**src/rtl/hazard_scoreboard_pkg.sv**
```systemverilog
// Shared types and default parameters for the ID-stage hazard scoreboard.
// Producer-kind encodings and the counter-width helper live here so every file agrees.
package hazard_scoreboard_pkg;

  localparam int HZ_NREG     = 32;
  localparam int HZ_RA_W     = 5;
  localparam int HZ_NSRC     = 2;
  localparam int HZ_LOAD_LAT = 2;
  localparam int HZ_CTRL_LAT = 1;

  localparam logic HZ_KIND_ALU  = 1'b0;
  localparam logic HZ_KIND_LOAD = 1'b1;

  function automatic int hz_lat_w(input int load_lat, input int ctrl_lat);
    int m;
    m = (load_lat > ctrl_lat) ? load_lat : ctrl_lat;
    return (m < 1) ? 1 : $clog2(m + 1);
  endfunction

  localparam int HZ_LAT_W = hz_lat_w(HZ_LOAD_LAT, HZ_CTRL_LAT);

endpackage

```
**src/rtl/hazard_scoreboard_if.sv**
```systemverilog
// ID-stage <-> hazard unit bundle: decode fields in, stall/busy status out.
// master = decode/pipeline-control side, slave = hazard_scoreboard.
interface hazard_scoreboard_if
  import hazard_scoreboard_pkg::*;
#(
  parameter int NREG = HZ_NREG,
  parameter int RA_W = HZ_RA_W,
  parameter int NSRC = HZ_NSRC
);

  logic                   id_valid;
  logic [NSRC*RA_W-1:0]   id_rs;
  logic [NSRC-1:0]        id_rs_used;
  logic                   id_is_ctrl;
  logic [RA_W-1:0]        id_rd;
  logic                   id_regwrite;
  logic                   id_memread;
  logic                   flush;
  logic                   ex_kill;
  logic                   stall;
  logic                   stall_load;
  logic                   stall_ctrl;
  logic [NREG-1:0]        busy_mask;

  modport master (
    output id_valid, id_rs, id_rs_used, id_is_ctrl, id_rd, id_regwrite, id_memread,
           flush, ex_kill,
    input  stall, stall_load, stall_ctrl, busy_mask
  );

  modport slave (
    input  id_valid, id_rs, id_rs_used, id_is_ctrl, id_rd, id_regwrite, id_memread,
           flush, ex_kill,
    output stall, stall_load, stall_ctrl, busy_mask
  );

endinterface

```
**src/rtl/hazard_scoreboard_sb_entry.sv**
```systemverilog
// One scoreboard slot (hz_sb_entry): remaining unsafe cycles plus producer kind.
// Priority inside the slot: load > kill > decrement.
module hz_sb_entry
  import hazard_scoreboard_pkg::*;
#(
  parameter int LAT_W = HZ_LAT_W
) (
  input  logic             clk,
  input  logic             rstn,
  input  logic             load,
  input  logic [LAT_W-1:0] load_cnt,
  input  logic             load_kind,
  input  logic             kill,
  input  logic             dec,
  output logic             busy,
  output logic             ld
);

  logic [LAT_W-1:0] cnt_q, cnt_d;
  logic             ld_q, ld_d;

  always_comb begin
    cnt_d = cnt_q;
    ld_d  = ld_q;
    if (load) begin
      cnt_d = load_cnt;
      // a zero-latency producer never owes anything, so it is never marked as a load
      ld_d  = (load_kind == HZ_KIND_LOAD) && (load_cnt != '0);
    end else if (kill) begin
      cnt_d = '0;
      ld_d  = 1'b0;
    end else if (dec && (cnt_q != '0)) begin
      cnt_d = cnt_q - LAT_W'(1);
      if (cnt_q == LAT_W'(1)) ld_d = 1'b0;
    end
  end

  always_ff @(posedge clk or negedge rstn) begin
    if (!rstn) begin
      cnt_q <= '0;
      ld_q  <= 1'b0;
    end else begin
      cnt_q <= cnt_d;
      ld_q  <= ld_d;
    end
  end

  assign busy = (cnt_q != '0);
  assign ld   = ld_q;

endmodule

```
**src/rtl/hazard_scoreboard.sv**
```systemverilog
// ID-stage hazard unit with a per-register countdown scoreboard (load-use and ALU->branch stalls).
// Optional performance counters are built only when HZ_PERF_EN is defined.
module hazard_scoreboard
  import hazard_scoreboard_pkg::*;
#(
  parameter int NREG     = HZ_NREG,
  parameter int RA_W     = HZ_RA_W,
  parameter int NSRC     = HZ_NSRC,
  parameter int LOAD_LAT = HZ_LOAD_LAT,
  parameter int CTRL_LAT = HZ_CTRL_LAT
) (
  input  logic                clk,
  input  logic                rstn,
  hazard_scoreboard_if.slave  hz,
  output logic [31:0]         perf_stall_cyc,
  output logic [31:0]         perf_lu_evt
);

  localparam int LAT_W = hz_lat_w(LOAD_LAT, CTRL_LAT);
  localparam int NADDR = 1 << RA_W;

  logic [NREG-1:0]  busy_vec;
  logic [NREG-1:0]  ld_vec;
  logic [NADDR-1:0] busy_ext;
  logic [NADDR-1:0] ld_ext;
  logic [RA_W-1:0]  src_rs [NSRC];
  logic [NSRC-1:0]  src_hit;
  logic [NSRC-1:0]  src_ld;

  logic             stall_load;
  logic             stall_ctrl;
  logic             stall;
  logic             issue;
  logic [LAT_W-1:0] load_cnt;

  logic             last_v_q, last_v_d;
  logic [RA_W-1:0]  last_rd_q, last_rd_d;

  // addresses beyond NREG read as idle
  assign busy_ext = NADDR'(busy_vec);
  assign ld_ext   = NADDR'(ld_vec);

  for (genvar i = 0; i < NSRC; i++) begin : g_src
    assign src_rs[i]  = hz.id_rs[i*RA_W +: RA_W];
    assign src_hit[i] = hz.id_valid & hz.id_rs_used[i] & (src_rs[i] != '0) & busy_ext[src_rs[i]];
    assign src_ld[i]  = ld_ext[src_rs[i]];
  end

  assign stall_load = |(src_hit & src_ld);
  assign stall_ctrl = (|(src_hit & ~src_ld)) & hz.id_is_ctrl;
  assign stall      = stall_load | stall_ctrl;

  assign issue    = hz.id_valid & hz.id_regwrite & (hz.id_rd != '0) & ~hz.flush & ~stall;
  assign load_cnt = hz.id_memread ? LAT_W'(LOAD_LAT) : LAT_W'(CTRL_LAT);

  assign busy_vec[0] = 1'b0;
  assign ld_vec[0]   = 1'b0;

  for (genvar r = 1; r < NREG; r++) begin : g_ent
    hz_sb_entry #(.LAT_W(LAT_W)) u_ent (
      .clk       (clk),
      .rstn      (rstn),
      .load      (issue && (hz.id_rd == RA_W'(r))),
      .load_cnt  (load_cnt),
      .load_kind (hz.id_memread),
      .kill      (hz.ex_kill && last_v_q && (last_rd_q == RA_W'(r))),
      .dec       (1'b1),
      .busy      (busy_vec[r]),
      .ld        (ld_vec[r])
    );
  end

  always_comb begin
    last_v_d  = issue;
    last_rd_d = hz.id_rd;
  end

  always_ff @(posedge clk or negedge rstn) begin
    if (!rstn) begin
      last_v_q  <= 1'b0;
      last_rd_q <= '0;
    end else begin
      last_v_q  <= last_v_d;
      last_rd_q <= last_rd_d;
    end
  end

  assign hz.stall      = stall;
  assign hz.stall_load = stall_load;
  assign hz.stall_ctrl = stall_ctrl;
  assign hz.busy_mask  = busy_vec;

`ifdef HZ_PERF_EN
  logic [31:0] perf_stall_q, perf_stall_d;
  logic [31:0] perf_lu_q, perf_lu_d;
  logic        sl_prev_q, sl_prev_d;

  always_comb begin
    perf_stall_d = perf_stall_q + 32'(stall);
    perf_lu_d    = perf_lu_q + 32'(stall_load & ~sl_prev_q);
    sl_prev_d    = stall_load;
  end

  always_ff @(posedge clk or negedge rstn) begin
    if (!rstn) begin
      perf_stall_q <= '0;
      perf_lu_q    <= '0;
      sl_prev_q    <= 1'b0;
    end else begin
      perf_stall_q <= perf_stall_d;
      perf_lu_q    <= perf_lu_d;
      sl_prev_q    <= sl_prev_d;
    end
  end

  assign perf_stall_cyc = perf_stall_q;
  assign perf_lu_evt    = perf_lu_q;
`else
  assign perf_stall_cyc = '0;
  assign perf_lu_evt    = '0;
`endif

endmodule

```
**src/flat_wrapper.sv**
```systemverilog
// flat-port wrapper written by rule: the top's interface ports become plain ports
module hazard_scoreboard_flat import hazard_scoreboard_pkg::*;
#(
  parameter int NREG     = HZ_NREG,
  parameter int RA_W     = HZ_RA_W,
  parameter int NSRC     = HZ_NSRC,
  parameter int LOAD_LAT = HZ_LOAD_LAT,
  parameter int CTRL_LAT = HZ_CTRL_LAT
)
  (clk, rstn, perf_stall_cyc, perf_lu_evt, hz_id_valid, hz_id_rs, hz_id_rs_used, hz_id_is_ctrl, hz_id_rd, hz_id_regwrite, hz_id_memread, hz_flush, hz_ex_kill, hz_stall, hz_stall_load, hz_stall_ctrl, hz_busy_mask);
  hazard_scoreboard_if #(.NREG(NREG), .RA_W(RA_W), .NSRC(NSRC)) hz_i ();
  input  logic clk;
  input  logic rstn;
  output logic [31:0] perf_stall_cyc;
  output logic [31:0] perf_lu_evt;
  input wire logic [$bits(hz_i.id_valid)-1:0] hz_id_valid;
  input wire logic [$bits(hz_i.id_rs)-1:0] hz_id_rs;
  input wire logic [$bits(hz_i.id_rs_used)-1:0] hz_id_rs_used;
  input wire logic [$bits(hz_i.id_is_ctrl)-1:0] hz_id_is_ctrl;
  input wire logic [$bits(hz_i.id_rd)-1:0] hz_id_rd;
  input wire logic [$bits(hz_i.id_regwrite)-1:0] hz_id_regwrite;
  input wire logic [$bits(hz_i.id_memread)-1:0] hz_id_memread;
  input wire logic [$bits(hz_i.flush)-1:0] hz_flush;
  input wire logic [$bits(hz_i.ex_kill)-1:0] hz_ex_kill;
  output wire logic [$bits(hz_i.stall)-1:0] hz_stall;
  output wire logic [$bits(hz_i.stall_load)-1:0] hz_stall_load;
  output wire logic [$bits(hz_i.stall_ctrl)-1:0] hz_stall_ctrl;
  output wire logic [$bits(hz_i.busy_mask)-1:0] hz_busy_mask;
  assign hz_i.id_valid = hz_id_valid;
  assign hz_i.id_rs = hz_id_rs;
  assign hz_i.id_rs_used = hz_id_rs_used;
  assign hz_i.id_is_ctrl = hz_id_is_ctrl;
  assign hz_i.id_rd = hz_id_rd;
  assign hz_i.id_regwrite = hz_id_regwrite;
  assign hz_i.id_memread = hz_id_memread;
  assign hz_i.flush = hz_flush;
  assign hz_i.ex_kill = hz_ex_kill;
  assign hz_stall = hz_i.stall;
  assign hz_stall_load = hz_i.stall_load;
  assign hz_stall_ctrl = hz_i.stall_ctrl;
  assign hz_busy_mask = hz_i.busy_mask;
  hazard_scoreboard #(.NREG(NREG), .RA_W(RA_W), .NSRC(NSRC), .LOAD_LAT(LOAD_LAT), .CTRL_LAT(CTRL_LAT)) u_core (.clk(clk), .rstn(rstn), .hz(hz_i), .perf_stall_cyc(perf_stall_cyc), .perf_lu_evt(perf_lu_evt));
endmodule
```
**config.mk**
```make
export PLATFORM = sky130hd
export DESIGN_NAME = hazard_scoreboard_flat
export DESIGN_NICKNAME = d
export VERILOG_FILES = /design/src/rtl/hazard_scoreboard_pkg.sv /design/src/rtl/hazard_scoreboard_if.sv /design/src/rtl/hazard_scoreboard_sb_entry.sv /design/src/rtl/hazard_scoreboard.sv /design/src/flat_wrapper.sv
export SDC_FILE = /design/constraint.sdc
export NUM_CORES = 1
export LEC_CHECK = 0
export BUFFER_PORTS_ARGS = -buffer_cell sky130_fd_sc_hd__buf_2
export CAP_MARGIN = 20
export CORE_UTILIZATION = 53
export DETAILED_ROUTE_END_ITERATION = 6
export PLACE_DENSITY = 0.74
export SYNTH_ARGS = -nofsm -noshare
export SYNTH_HDL_FRONTEND = slang
export SYNTH_HIERARCHICAL = 1
export SYNTH_SLANG_ARGS = --single-unit
```
**constraint.sdc**
```tcl
create_clock -name clk -period 5.35 [get_ports clk]
set_clock_uncertainty 0.15 [all_clocks]
set_input_delay 0.8025 -clock clk [delete_from_list [all_inputs] [get_ports clk]]
set_output_delay 0.8025 -clock clk [all_outputs]
set_load 0.03 [all_outputs]
```
After elaboration in Yosys (flattened, before gate mapping):

Cells that the tools add are included.

* word-level logic and storage cells: 627
* flip-flop bits (word level): 99

* bitwise gates (word level): 17
* reduce and logical (&&, ||, !) cells: 194
* eq/ne operators: 93
* muxes and demuxes: 226
* magnitude comparators: 2
* add/sub/neg operators: 31

Operator list (count)
* $mux 2: 94
* $reduce_bool 3->1: 62
* $eq 5x5->1 const B: 32
* $mux 1: 128
* $eq 5x4->1 const B: 16
* $logic_and 1x1->1: 64
* $reduce_bool 2->1: 32
* $eq 2x1->1 const B: 31
* $reduce_and 2->1: 31
* $sub 2x1->2 const B: 31
* $eq 5x3->1 const B: 8
* $bmux 1 s5: 4
* $eq 5x2->1 const B: 4
* $reduce_bool 5->1: 3
* $lt 5x6->1 const B: 2
* $and 1x1->1: 11
* $eq 5x1->1 const B: 2
* $and 2x2->2: 2
* $reduce_or 2->1: 2
* $not 1->1: 2
* $not 2->2: 1
* $or 1x1->1: 1

Longest topological paths before layout:

* depth in word-level cells: 13
* depth in mapped cells: 13

Modules after synthesis:

Netlist, hierarchy kept.

By module, submodules not included
* hz_sb_entry: instances 31, area each 188.9 um^2, cells an instance 18, sequential area each 75.1 um^2
* hazard_scoreboard: instances 1, area each 2640.0 um^2, cells an instance 332, sequential area each 150.1 um^2

Worst setup path before layout:

Ideal clock, no wire load.

* path type: in2out
* start point: input hz_id_rs[1]
* end point: output hz_stall
* buffers on the path: 3
* data arrival time: 2894 ps
* setup slack: 1504 ps
* stages on the path: 9
* cells stage by stage: buf_2 buf_2 nand2_1 mux4_2 mux2i_1 mux2i_4 o22ai_2 buf_2 o21bai_1

* elaborated cells between the ends (all ways): 14
* those cells by class: mux: 4; bitwise: 7; reduce/logical: 3

RTL lines
* from (decl): RTL line flat_wrapper.sv:17 `input wire logic [$bits(hz_i.id_rs)-1:0] hz_id_rs;`
* $bmux 1 s5 or $reduce_bool 5->1 (tied branches): RTL line hazard_scoreboard.sv:45 `assign src_hit[i] = hz.id_valid & hz.id_rs_used[i] & (src_rs[i] != '0) & busy_ext[src_rs[i]];`
* $mux 1 (not written as such) or $and 1x1->1 (tied branches): RTL line hazard_scoreboard.sv:45
* $and 1x1->1: RTL line hazard_scoreboard.sv:45
* $and 2x2->2 (*): RTL line hazard_scoreboard.sv:49 `assign stall_load = |(src_hit & src_ld);`
* $reduce_or 2->1 (*): RTL line hazard_scoreboard.sv:49
* via hz_stall_load: RTL line flat_wrapper.sv:26 `output wire logic [$bits(hz_i.stall_load)-1:0] hz_stall_load;`
* $or 1x1->1 (*): RTL line hazard_scoreboard.sv:51 `assign stall = stall_load | stall_ctrl;`
* to (decl): RTL line flat_wrapper.sv:25 `output wire logic [$bits(hz_i.stall)-1:0] hz_stall;`

The timed path passes the listed nets; every way through them passes the cells marked *. The select of a mux whose other input is x is not followed.

Worst setup path in the final report:

* start point: input hz_id_rs[5]
* end point: output hz_stall

* cells in the longest elaborated chain, start to end: 7
* elaborated cells between the ends (all ways): 14
* those cells by class: mux: 4; bitwise: 7; reduce/logical: 3

Ends and longest elaborated chain
* $bmux 1 s5, or another cell as far along: RTL line hazard_scoreboard.sv:45
* $mux 1 (not written as such), or another cell as far along: RTL line hazard_scoreboard.sv:45
* $and 1x1->1 or $not 2->2 (tied branches): RTL line hazard_scoreboard.sv:45, hazard_scoreboard.sv:50
* $and 2x2->2: RTL line hazard_scoreboard.sv:50 `assign stall_ctrl = (|(src_hit & ~src_ld)) & hz.id_is_ctrl;`
* $reduce_or 2->1: RTL line hazard_scoreboard.sv:50
* $and 1x1->1: RTL line hazard_scoreboard.sv:50
* $or 1x1->1 (*): RTL line hazard_scoreboard.sv:51

Every way passes the cells marked *; elsewhere a longest branch is shown, timed or not. The select of a mux whose other input is x is not followed.

==> flow_summary_export.csv <==
group,metric,value,unit
drt,drc_errors,0,
min_path,min_path_type,"input pin to async pin",
grt,antenna_found_initial,1,
grt,grt_max_degree,95,
drt,num_vias,6436,
layout,drive_gt1_share,19.8,%
yosys,synth_commonest_cells,"dfrtp_1, inv_1, nor2_1",
floorplanning,io_pins,124,
setup_path,r2r-start,"u_core/g_ent[14].u_ent/cnt_q[0]",
cts,cts_tree,"yes",
grt,grt_overflow,0,
placement,gp_congestion,0.953,
yosys,yosysWarnings,6,
power_and_ir_drop,ir_worst_vdd,0.000233,V
power_and_ir_drop,power_density,463,nW/um^2
drt,firstDrtPassIters,5,
setup_path,worstReg2RegEnd,"u_core/g_ent[13].u_ent/cnt_q[1]",
run_status,status,"finished clean",
yosys,syn_area,8500,um^2
setup_path,r2r_cells,12,
setup_path,endpoint_kind,"primary output",
timing,period_share,84.0,%
timing,tightest_slew,1.13,ns
yosys,synth_most_common_cell,"dfrtp_1",
yosys,synthCells,890,
setup_path,critical_path_class,"input pin to primary output",
placement,io_buffers,58,
grt,grt_pass1_vias,6155,
power_and_ir_drop,power,4.24,mW
cts,clkTransAtPathRegs,0.07,ns
yosys,ys_ff_latch,99,
job,cap_violations,0,
floorplanning,num_rows,45,
yosys,synth_cell_types,47,
grt,grt_pass1_wl,32.1,mm
cts,root_buffer,"clkbuf_16",
cts,clk_path_buf_depth,2,
yosys,synth_area_per_cell,9.55,um^2
cts,cts_setup_buffers,0,
yosys,synth_top_cell_area_share,29.2,%
power_and_ir_drop,p_leak,4.40,nW
cts,clkSinkCount,99,
setup_path,r2r_slack,1.33,ns
yosys,synth_largest_area_cell,"dfrtp_1",
timing,final.min_clock_period,4.49,ns
floorplanning,dieArea,16500,um^2
yosys,synth.area.top_cells,"dfrtp_1, ha_1, a22o_1, mux4_2, mux2i_1",
cts,ctsResizeCount,0,
floorplanning,start_util,55.1,%
drt,viasPerCell,5.45,
floorplanning,coreArea,15400,um^2
cts,cts_hold_buf,0,
timing,final_max_slew_viol_count,0,
timing,tns,0,ns
timing,rsz0062_at_grt,"no",
drt,wl,20.0,mm
setup_path,critPathMaxFanout,20,
cts,clkLatencyLatePin,0.36,ns
timing,setup_viol,0,
floorplanning,die-width,129,um
timing,max_freq,0.223,GHz
layout,nets,1051,
setup_path,cp-start-kind,"input pin",
drt,drt_iter0_markers,526,
placement,dp_hpwl,14.8,mm
yosys,synth_flop_cell,"dfrtp_1",
layout,area_growth,7.70,%
cts,cts_made_buffers,9,
cts,htree_levels,3,
timing,hold_viol_final,0,
yosys,synth_edf_count,0,
layout,antenna_cells,0,
yosys,synthArstFlopShare,100,%
setup_path,required,4.40,ns
floorplanning,die_h,129,um
drt,wire_per_inst,16.9,um
setup_path,arrival,3.54,ns
yosys,synth-seq-area-share,29.2,%
drt,ant_nets,0,
timing,slew_headroom,24.4,%
grt,grt_use_total,25.6,%
## critical path, stage by stage
cell	delay [ns]
buf_2	0.37
mux4_2	0.30
inv_1	0.05
a2111oi_2	0.47
o32ai_2	0.19
o22ai_2	0.91
o21bai_1	0.23
buf_2	0.22
## report_power, final
| part | switching, mW | internal [mW] | total (mW) |
|---|---|---|---|
| sequential | 0.105 | 1.01 | 1.12 |
| clock | 0.303 | 0.424 | 0.726 |
| combinational | 1.39 | 1.01 | 2.39 |
| total | 1.79 | 2.44 | 4.24 |
## cell usage in the layout (no fill, tap or decap), drive strengths merged, types with 2 or more instances in the layout
cell	netlist	routed
a2bb2oi	2	2
a2111oi	2	2
xnor2	31	31
mux2	7	7
buf	88	64
nor2	71	71
nor2b	44	44
nor3	20	20
and2	34	34
nor4	15	15
nand3	20	20
o21ai	31	31
a221oi	4	4
o211ai	34	34
inv	96	97
clkbuf	7	10
clkinv	0	3
and3	2	2
ha	62	62
nand2	63	63
bufinv	0	2
mux2i	51	51
dfrtp	99	99
mux4	23	23
a21oi	2	2
a22o	62	62
a31o	2	2
conb	2	96
nand2b	2	2
a22oi	3	3
## per-layer routing
layer,wire (um),up-vias,track usage (%)
li1,-,3078,-
met1,8700,3053,35.0
met2,9250,272,40.7
met3,1630,33,5.45
met4,375,0,8.10
met5,0,-,0
## worst max path at each step
| stage | startpoint | end | cells after the start |
|---|---|---|---|
| floorplan | hz_id_rs[1] | hz_stall | 9 |
| detailed placement | hz_id_rs[0] | u_core/g_ent[13].u_ent/cnt_q[1] | 9 |
| global placement | hz_id_rs[0] | u_core/g_ent[13].u_ent/cnt_q[1] | 9 |
| global route | hz_id_rs[5] | hz_stall | 8 |
| finish | hz_id_rs[5] | hz_stall | 8 |
| CTS | hz_id_rs[5] | hz_stall | 8 |
## final cells by class
type	count	area, um^2
fillers	1346	6280
multi-input cells	694	5370
flip-flops and latches	99	2480
inverters	96	360
repair buffers	64	350
well taps	211	264
clock buffers	10	239
clock inverters	6	87.6
## state kept, by name (all words and copies together), names as in the netlist
register and cells:
u_core/g_ent.u_ent/cnt_q 62, u_core/g_ent.u_ent/ld 31, u_core/last_rd_q 5, u_core/last_v_q 1
## per-stage QoR
step / instances / instance area (um^2) / worst slack [ns] / hold WS (ns) / util [%]
final: 1180 / 9150 / 0.859 / 0.272 / 59.3
after global routing: 1180 / 9150 / 0.631 / 0.309 / 59.3
after CTS: 1179 / 9130 / 0.911 / 0.290 / 59.2
after detailed placement: 1163 / 8800 / 0.904 / 0.385 / 57.1
after global placement: 1163 / 8800 / 0.973 / 0.375 / 57.1
after floorplan: 984 / 8850 / 1.50 / 0.352 / -
## kinds of logic after synthesis
| group | synth area share (%) |
|---|---|
| flops | 29.2 |
| buf+inv | 11.8 |
| xor+xnor | 3.20 |
| other cells | 0.0884 |
| compound gates | 13.6 |
| fa+ha+maj | 9.13 |
| simple gates | 19.8 |
| mux | 13.3 |
Power figures use the tool's default switching activity.
